==> src/rtl/wb_commit_stage.sv <==
// Writeback/commit stage: accepts one EX result per handshake, performs the load read, commits to the register file.
// Optional bypass port toward operand selection is enabled by defining WB_FWD_EN.
module wb_commit_stage #(
    parameter int XLEN = 64
) (
    input  logic            clk,
    input  logic            resetn,
    input  logic            in_valid,
    output logic            in_ready,
    input  logic [XLEN-1:0] in_alu_result,
    input  logic [XLEN-1:0] in_pc,
    input  logic [4:0]      in_rd,
    input  logic            in_wen,
    input  logic [1:0]      in_wb_sel,
    input  logic [1:0]      in_mem_size,
    input  logic            in_mem_unsigned,
    output logic            dreq_valid,
    output logic [XLEN-1:0] dreq_addr,
    output logic [1:0]      dreq_size,
    input  logic            dresp_data_ok,
    input  logic [XLEN-1:0] dresp_data,
    output logic            wb_wen,
    output logic [4:0]      wb_waddr,
    output logic [XLEN-1:0] wb_wdata,
    output logic            commit_valid,
    output logic [XLEN-1:0] commit_pc
`ifdef WB_FWD_EN
    ,
    output logic            fwd_valid,
    output logic [4:0]      fwd_rd,
    output logic [XLEN-1:0] fwd_data
`endif
);

    typedef enum logic [1:0] {IDLE, LOAD, COMMIT} state_t;

    localparam logic [1:0] SEL_ALU = 2'd0;
    localparam logic [1:0] SEL_MEM = 2'd1;
    localparam logic [1:0] SEL_PC4 = 2'd2;

    state_t          state_q, state_d;
    logic [XLEN-1:0] alu_q, pc_q, load_q;
    logic [4:0]      rd_q;
    logic            wen_q, uns_q;
    logic [1:0]      sel_q, size_q;
    logic            accept;
    logic [XLEN-1:0] raw, load_ext;

    assign in_ready = (state_q != LOAD);
    assign accept   = in_valid && in_ready;

    always_comb begin
        // NOTE: default first so no path through the case leaves state_d unassigned (no latch).
        state_d = state_q;
        case (state_q)
            IDLE:    if (in_valid) state_d = (in_wb_sel == SEL_MEM) ? LOAD : COMMIT;
            LOAD:    if (dresp_data_ok) state_d = COMMIT;
            COMMIT:  state_d = !in_valid ? IDLE : ((in_wb_sel == SEL_MEM) ? LOAD : COMMIT);
            default: state_d = IDLE;
        endcase
    end

    // NOTE: sequential state uses non-blocking assignments so every register samples pre-edge values.
    always_ff @(posedge clk or negedge resetn) begin
        if (!resetn) state_q <= IDLE;
        else         state_q <= state_d;
    end

    // Shift the addressed bytes down, then truncate and extend per access size.
    always_comb begin
        raw      = dresp_data >> {alu_q[2:0], 3'b000};
        load_ext = raw;
        case (size_q)
            2'd0:    load_ext = {{(XLEN-8){~uns_q & raw[7]}},   raw[7:0]};
            2'd1:    load_ext = {{(XLEN-16){~uns_q & raw[15]}}, raw[15:0]};
            2'd2:    load_ext = {{(XLEN-32){~uns_q & raw[31]}}, raw[31:0]};
            default: load_ext = raw;
        endcase
    end

    // NOTE: these are plain registers, not a memory array; resetting them keeps every data output at zero after reset.
    always_ff @(posedge clk or negedge resetn) begin
        if (!resetn) begin
            alu_q  <= '0;
            pc_q   <= '0;
            rd_q   <= '0;
            wen_q  <= 1'b0;
            sel_q  <= '0;
            size_q <= '0;
            uns_q  <= 1'b0;
            load_q <= '0;
        end else begin
            if (accept) begin
                alu_q  <= in_alu_result;
                pc_q   <= in_pc;
                rd_q   <= in_rd;
                wen_q  <= in_wen;
                sel_q  <= in_wb_sel;
                size_q <= in_mem_size;
                uns_q  <= in_mem_unsigned;
            end
            if (state_q == LOAD && dresp_data_ok) load_q <= load_ext;
        end
    end

    assign dreq_valid   = (state_q == LOAD);
    assign dreq_addr    = alu_q;
    assign dreq_size    = size_q;
    assign commit_valid = (state_q == COMMIT);
    assign commit_pc    = pc_q;
    assign wb_wen       = commit_valid && wen_q && (rd_q != 5'd0);
    assign wb_waddr     = rd_q;

    always_comb begin
        wb_wdata = '0;
        case (sel_q)
            SEL_ALU: wb_wdata = alu_q;
            SEL_MEM: wb_wdata = load_q;
            SEL_PC4: wb_wdata = pc_q + XLEN'(4);
            default: wb_wdata = '0;
        endcase
    end

`ifdef WB_FWD_EN
    assign fwd_valid = wb_wen;
    assign fwd_rd    = wb_waddr;
    assign fwd_data  = wb_wdata;
`endif

endmodule

==> config.mk <==
export PLATFORM = sky130hd
export DESIGN_NAME = wb_commit_stage
export DESIGN_NICKNAME = d
export VERILOG_FILES = /design/src/rtl/wb_commit_stage.sv
export SDC_FILE = /design/constraint.sdc
export NUM_CORES = 1
export LEC_CHECK = 0
export ABC_AREA = 1
export CORE_AREA = 2 2 165 167
export DETAILED_ROUTE_END_ITERATION = 8
export DIE_AREA = 0 0 167 169
export GPL_TIMING_DRIVEN = 1
export PLACE_DENSITY_LB_ADDON = 0.1
export SLEW_MARGIN = 15
export SYNTH_ARGS = -nofsm -noshare
export SYNTH_HDL_FRONTEND = slang
export SYNTH_SLANG_ARGS = --single-unit
==> constraint.sdc <==
create_clock -name clk -period 3.38 [get_ports clk]
set_input_delay 0.845 -clock clk [delete_from_list [all_inputs] [get_ports clk]]
set_output_delay 0.845 -clock clk [all_outputs]
set_load 0.02 [all_outputs]
; ---- Word level (Yosys, flattened, before mapping)
; Cells that the tools add are included.
[word_totals]
inputBits = 207
wordCells = 41
out_inout_bits = 203
regBits = 205
[classes]
n_eq_ne = 10
n_bitwise = 4
n_addsub = 1
shifts = 1
muxes = 7
reduce_logical = 9
[op_table]
columns = operator, n
row1 = 64-bit one-hot mux with 3 select lines, 2
row2 = "64-bit by 3-bit adder with 64-bit output, second input constant", 1
row3 = 64-bit by 6-bit >> shifter with 64-bit output, 1
row4 = "2-bit by 1-bit == test with 1-bit output, second input constant", 4
row5 = 2-bit 2-to-1 mux, 4
row6 = "2-bit == test, second input constant", 3
row7 = 2-bit zero test, 3
row8 = 2-bit one-hot mux with 3 select lines, 1
row9 = 5-bit nonzero test, 1
row10 = 1-bit logical AND, 4
row11 = "2-bit by 1-bit != test with 1-bit output, second input constant", 2
row12 = 1-bit bitwise AND, 3
row13 = "2-bit != test, second input constant", 1
row14 = 2-bit AND reduction, 1
row15 = 1-bit NOT, 1

; ---- Logic depth before layout (Yosys ltp)
[depth]
ltp_word = 4
depth_mapped = 13

; ---- Worst setup path after synthesis
; OpenSTA, ideal clock, no wires.
[synth_timing]
path_kind = reg-to-output
startpoint = reg pc_q[2], in the netlist commit_pc[2]
endpoint = out wb_wdata[50]
required_time_ns = 2.535
setup_slack_ns = 0.693
n_path_buf = 0
path_stages_with_launch = 10
arrival_time_ns = 1.842
cell_sequence = dfrtp_1 ha_1 nand2_1 nor2_2 nand2_2 nor2_4 nand3_1 nand2_1 nand2_1 o21bai_1
[synth_between]
elab_chain_cells = 2
[synth_rtl]
columns = item, line_no
row1 = from (decl), 42  ; logic [XLEN-1:0] alu_q, pc_q, load_q;
row2 = from (signal assigned), 95  ; pc_q <= in_pc;
row3 = 64-bit by 3-bit adder with 64-bit output, 119  ; SEL_PC4: wb_wdata = pc_q + XLEN'(4);
row4 = 64-bit one-hot mux with 3 select lines, 116  ; case (sel_q)
row5 = to (decl), 24  ; output logic [XLEN-1:0] wb_wdata,
; Every way passes these cells.

; ---- Worst setup path after layout
[layout_timing]
startpoint = reg pc_q[17], in the netlist commit_pc[17]
endpoint = out wb_wdata[53]
; The elaborated chain is that of the path after synthesis.

==> flow_metrics.env <==
export IMPL_overflow=0
export IMPL_fill_cells=2044
export IMPL_antenna_left=0
export IMPL_rsz0062_at_grt="true"
export IMPL_insertion_delay_ns=0.54
export IMPL_drive_above_1_share_pct=16.2
export IMPL_hold_viol=0
export IMPL_cts_path_max_buffers=3
export IMPL_crit_top_cell="nand2_1"
export IMPL_syn_inst=1952
export IMPL_root_buffer="clkbuf_16"
export IMPL_max_stage_delay_ns=0.46
export IMPL_antenna_found_initial=1
export IMPL_cp_buffers_inverters=2
export IMPL_period_needed_ns=3.43
export IMPL_place_hpwl_um=45600
export IMPL_p_leak_nw=9.14
export IMPL_grt_max_degree=76
export IMPL_startpoint_type="flop"
export IMPL_clk_pin_slew_ns=0.06
export IMPL_async_flop_share_pct=100
export IMPL_timing_fmax_ghz=0.291
export IMPL_cp_end_kind="output port"
export IMPL_crit_slowest_cell="dfrtp_2"
export IMPL_synth_edf_count=0
export IMPL_cts_tree="built"
export IMPL_gp_congestion=1.02
export IMPL_rr_startpoint="dreq_addr[1]"
export IMPL_first_global_vias=14996
export IMPL_crit_arrival_ns=2.59
export IMPL_critPathKind="flop to output port"
export IMPL_syn_avg_cell_area_um2=6.99
export IMPL_nets=2578
export IMPL_initial_core_util_pct=51.5
export IMPL_cp_required_ns=2.53
export IMPL_io_pins=410
export IMPL_synthTopCellsByCount="nand2_1, inv_1, nor2_1"
export IMPL_slew_viol_final=0
export IMPL_cts_hold_buffers=0
export IMPL_dieArea_mm2=0.0282
export IMPL_dominantRegCellSynth="dfrtp_1"
export IMPL_critPathMaxFanout=5
export IMPL_rows=60
export IMPL_critical_path_top_delay_family="simple AND/OR/NAND/NOR gates"
export IMPL_core_mm2=0.0265
export IMPL_track_usage_pct=40.2
export IMPL_drt_iter0_markers=1765
export IMPL_port_buffers=409
export IMPL_ir_drop_mv=0.538
export IMPL_status="finished with violations"
export IMPL_ys_seq_area_share_pct=37.6
export IMPL_yosysWarnings=0
export IMPL_violations="negative setup slack"
export IMPL_yosysMostFrequentCell="nand2_1"
export IMPL_synth_area_mm2=0.0136
export IMPL_skew_ns=0.0165
export IMPL_hp_class="primary input to asynchronous set/reset pin"
export IMPL_drc_errors=0
export IMPL_syn_nets=2160
export IMPL_cts_buffers_inserted=24
export IMPL_worstReg2RegEnd="load_q[58]"
export IMPL_slew_headroom_pct=44.4
export IMPL_routed_wl_um=58700
export IMPL_wl_per_cell_um=21.5
export IMPL_finalSetupViolations=2
export IMPL_rrSetupSlack_ns=0.79
export IMPL_die_x_um=167
export IMPL_synth_distinct_cells=41
export IMPL_vias=15613
export IMPL_first_pass_iters=8
export IMPL_synth_area_leader_cell="dfrtp_1"
export IMPL_cts_num_sinks=205
export IMPL_drv_cap=0
export IMPL_synth_top_area_share_pct=37.6
export IMPL_finalSetupTns_ns=-0.0543
export IMPL_r2r_cells=9
export IMPL_n_antenna_cell=0
export IMPL_vias_per_cell=5.72
export IMPL_dieHeight_um=169
export IMPL_grt_pass1_wl_um=87800
export IMPL_synth_area_leaders="dfrtp_1, nand2_1, mux2_2, inv_1, nand3_1"
export IMPL_worstPathCellList="nand2_1, nor2_1, nand2_1, nor3_2, buf_4, nand2_1, nand2_1, nand3_1, nand2_1, clkdlybuf4s15_2"
export IMPL_h_tree_depth=1
export IMPL_postLayoutSetupSlackWorst_ns=-0.0528
export IMPL_ys_ff_latch=205
export IMPL_powerDensity_mw_per_mm2=540
export IMPL_tightest_slew_ns=0.832
export IMPL_period_share_pct=102
export IMPL_synthToLayoutAreaGrowth_pct=42.0
export IMPL_fin_util_pct=73.1
-- area by class of cell --
cell class | count | area [um^2] | area share [%]
clock buffers | 33 | 674 | 3.48
clock inverters | 11 | 166 | 0.859
multi-input cells | 1432 | 7400 | 38.2
flip-flops and latches | 205 | 5170 | 26.7
repair buffers | 485 | 4680 | 24.2
inverters | 222 | 846 | 4.37
well taps | 341 | 427 | 2.20
-- metrics by stage --
step | total power [mW] | cells | cell area (um^2) | hold WS (ns) | setup WS [ns]
after CTS | 10.3 | 2720 | 19200 | 0.373 | -0.0225
final | 10.5 | 2729 | 19400 | 0.351 | -0.0528
after floorplan | 5.58 | 1952 | 13600 | 0.449 | 0.693
after detailed placement | 7.58 | 2668 | 18200 | 0.468 | 0.0566
after global placement | 7.48 | 2668 | 18200 | 0.466 | 0.0751
after global routing | 10.9 | 2729 | 19400 | 0.393 | -0.128
-- cells in the final DEF, fill, tap and decap left out, drive strengths merged --
| master | synthesis | final |
|---|---|---|
| buf | 57 | 80 |
| dlymetal6s2s | 0 | 6 |
| bufinv | 0 | 4 |
| mux2 | 106 | 106 |
| nor2 | 247 | 247 |
| xnor2 | 1 | 1 |
| o211ai | 26 | 26 |
| dfrtp | 205 | 205 |
| clkinv | 0 | 7 |
| a31oi | 2 | 2 |
| clkdlybuf4s50 | 0 | 347 |
| nand2 | 631 | 631 |
| clkdlybuf4s15 | 0 | 13 |
| o21a | 5 | 5 |
| a21oi | 57 | 57 |
| ha | 1 | 1 |
| nand3 | 168 | 168 |
| nand4 | 29 | 29 |
| o21ai | 112 | 112 |
| nor3 | 8 | 8 |
| a21o | 2 | 2 |
| o22ai | 1 | 1 |
| dlygate4sd2 | 0 | 29 |
| or2 | 12 | 12 |
| inv | 222 | 222 |
| xor2 | 2 | 2 |
| o21bai | 19 | 19 |
| o221ai | 2 | 2 |
| o22a | 1 | 1 |
| clkbuf | 36 | 43 |
-- worst max path at each step --
stage | startpoint | endpoint | slack, ns | cells past startpoint
after floorplan | commit_pc[2] | wb_wdata[50] | 0.69 | 9
after global placement | commit_pc[2] | wb_wdata[63] | 0.08 | 10
after detailed placement | commit_pc[3] | wb_wdata[26] | 0.06 | 10
after CTS | commit_pc[4] | wb_wdata[13] | -0.02 | 9
after global routing | commit_pc[11] | wb_wdata[55] | -0.13 | 11
final | commit_pc[17] | wb_wdata[53] | -0.05 | 10
-- layer usage --
metal | share of wire, % | track usage [%] | up-vias
li1 | - | - | 7068
met1 | 38 | 51.0 | 7432
met2 | 47 | 66.9 | 947
met3 | 9.4 | 7.62 | 166
met4 | 5.0 | 17.9 | 0
met5 | 0 | 0 | -
-- where the power goes --
group          switching [mW]  internal, mW
sequential              0.448          2.98
clock                    1.10          1.70
combinational            2.55          1.68
-- timing repair --
action / in CTS / in global routing
endpoints found under the setup margin: 64 / 53
buffers inserted: 8 / 9
gates resized for setup: 137 / 62
pin swaps: 6 / 4
-- state kept, by name (all words and copies together), names as in the netlist --
| name | flops |
|---|---|
| commit_pc | 64 |
| sel_q | 2 |
| wb_waddr | 5 |
| load_q | 64 |
| dreq_size | 2 |
| dreq_addr | 64 |
| wen_q | 1 |
| uns_q | 1 |
| state_q | 2 |
-- cell families after synthesis --
| logic type | synth area share [%] |
|---|---|
| AND/OR/NAND/NOR | 34.1 |
| flip-flops | 37.6 |
| multiplexers | 8.75 |
| buffers and inverters | 9.87 |
| XOR/XNOR | 0.193 |
| AO/OA/AOI/OAI | 9.39 |
| adder cells (fa/ha/maj) | 0.0917 |
-- worst register-to-register path, stage by stage, from the launching register on --
cell and delay (ns):
dfrtp_1 0.40, inv_1 0.19, buf_4 0.55, nand3_2 0.19
nand3_1 0.13, nand2_2 0.09, nand2_4 0.15, nand3_4 0.38
nor2_1 0.32, nor2_1 0.07
No activity file was read; power rests on OpenSTA's default activity.
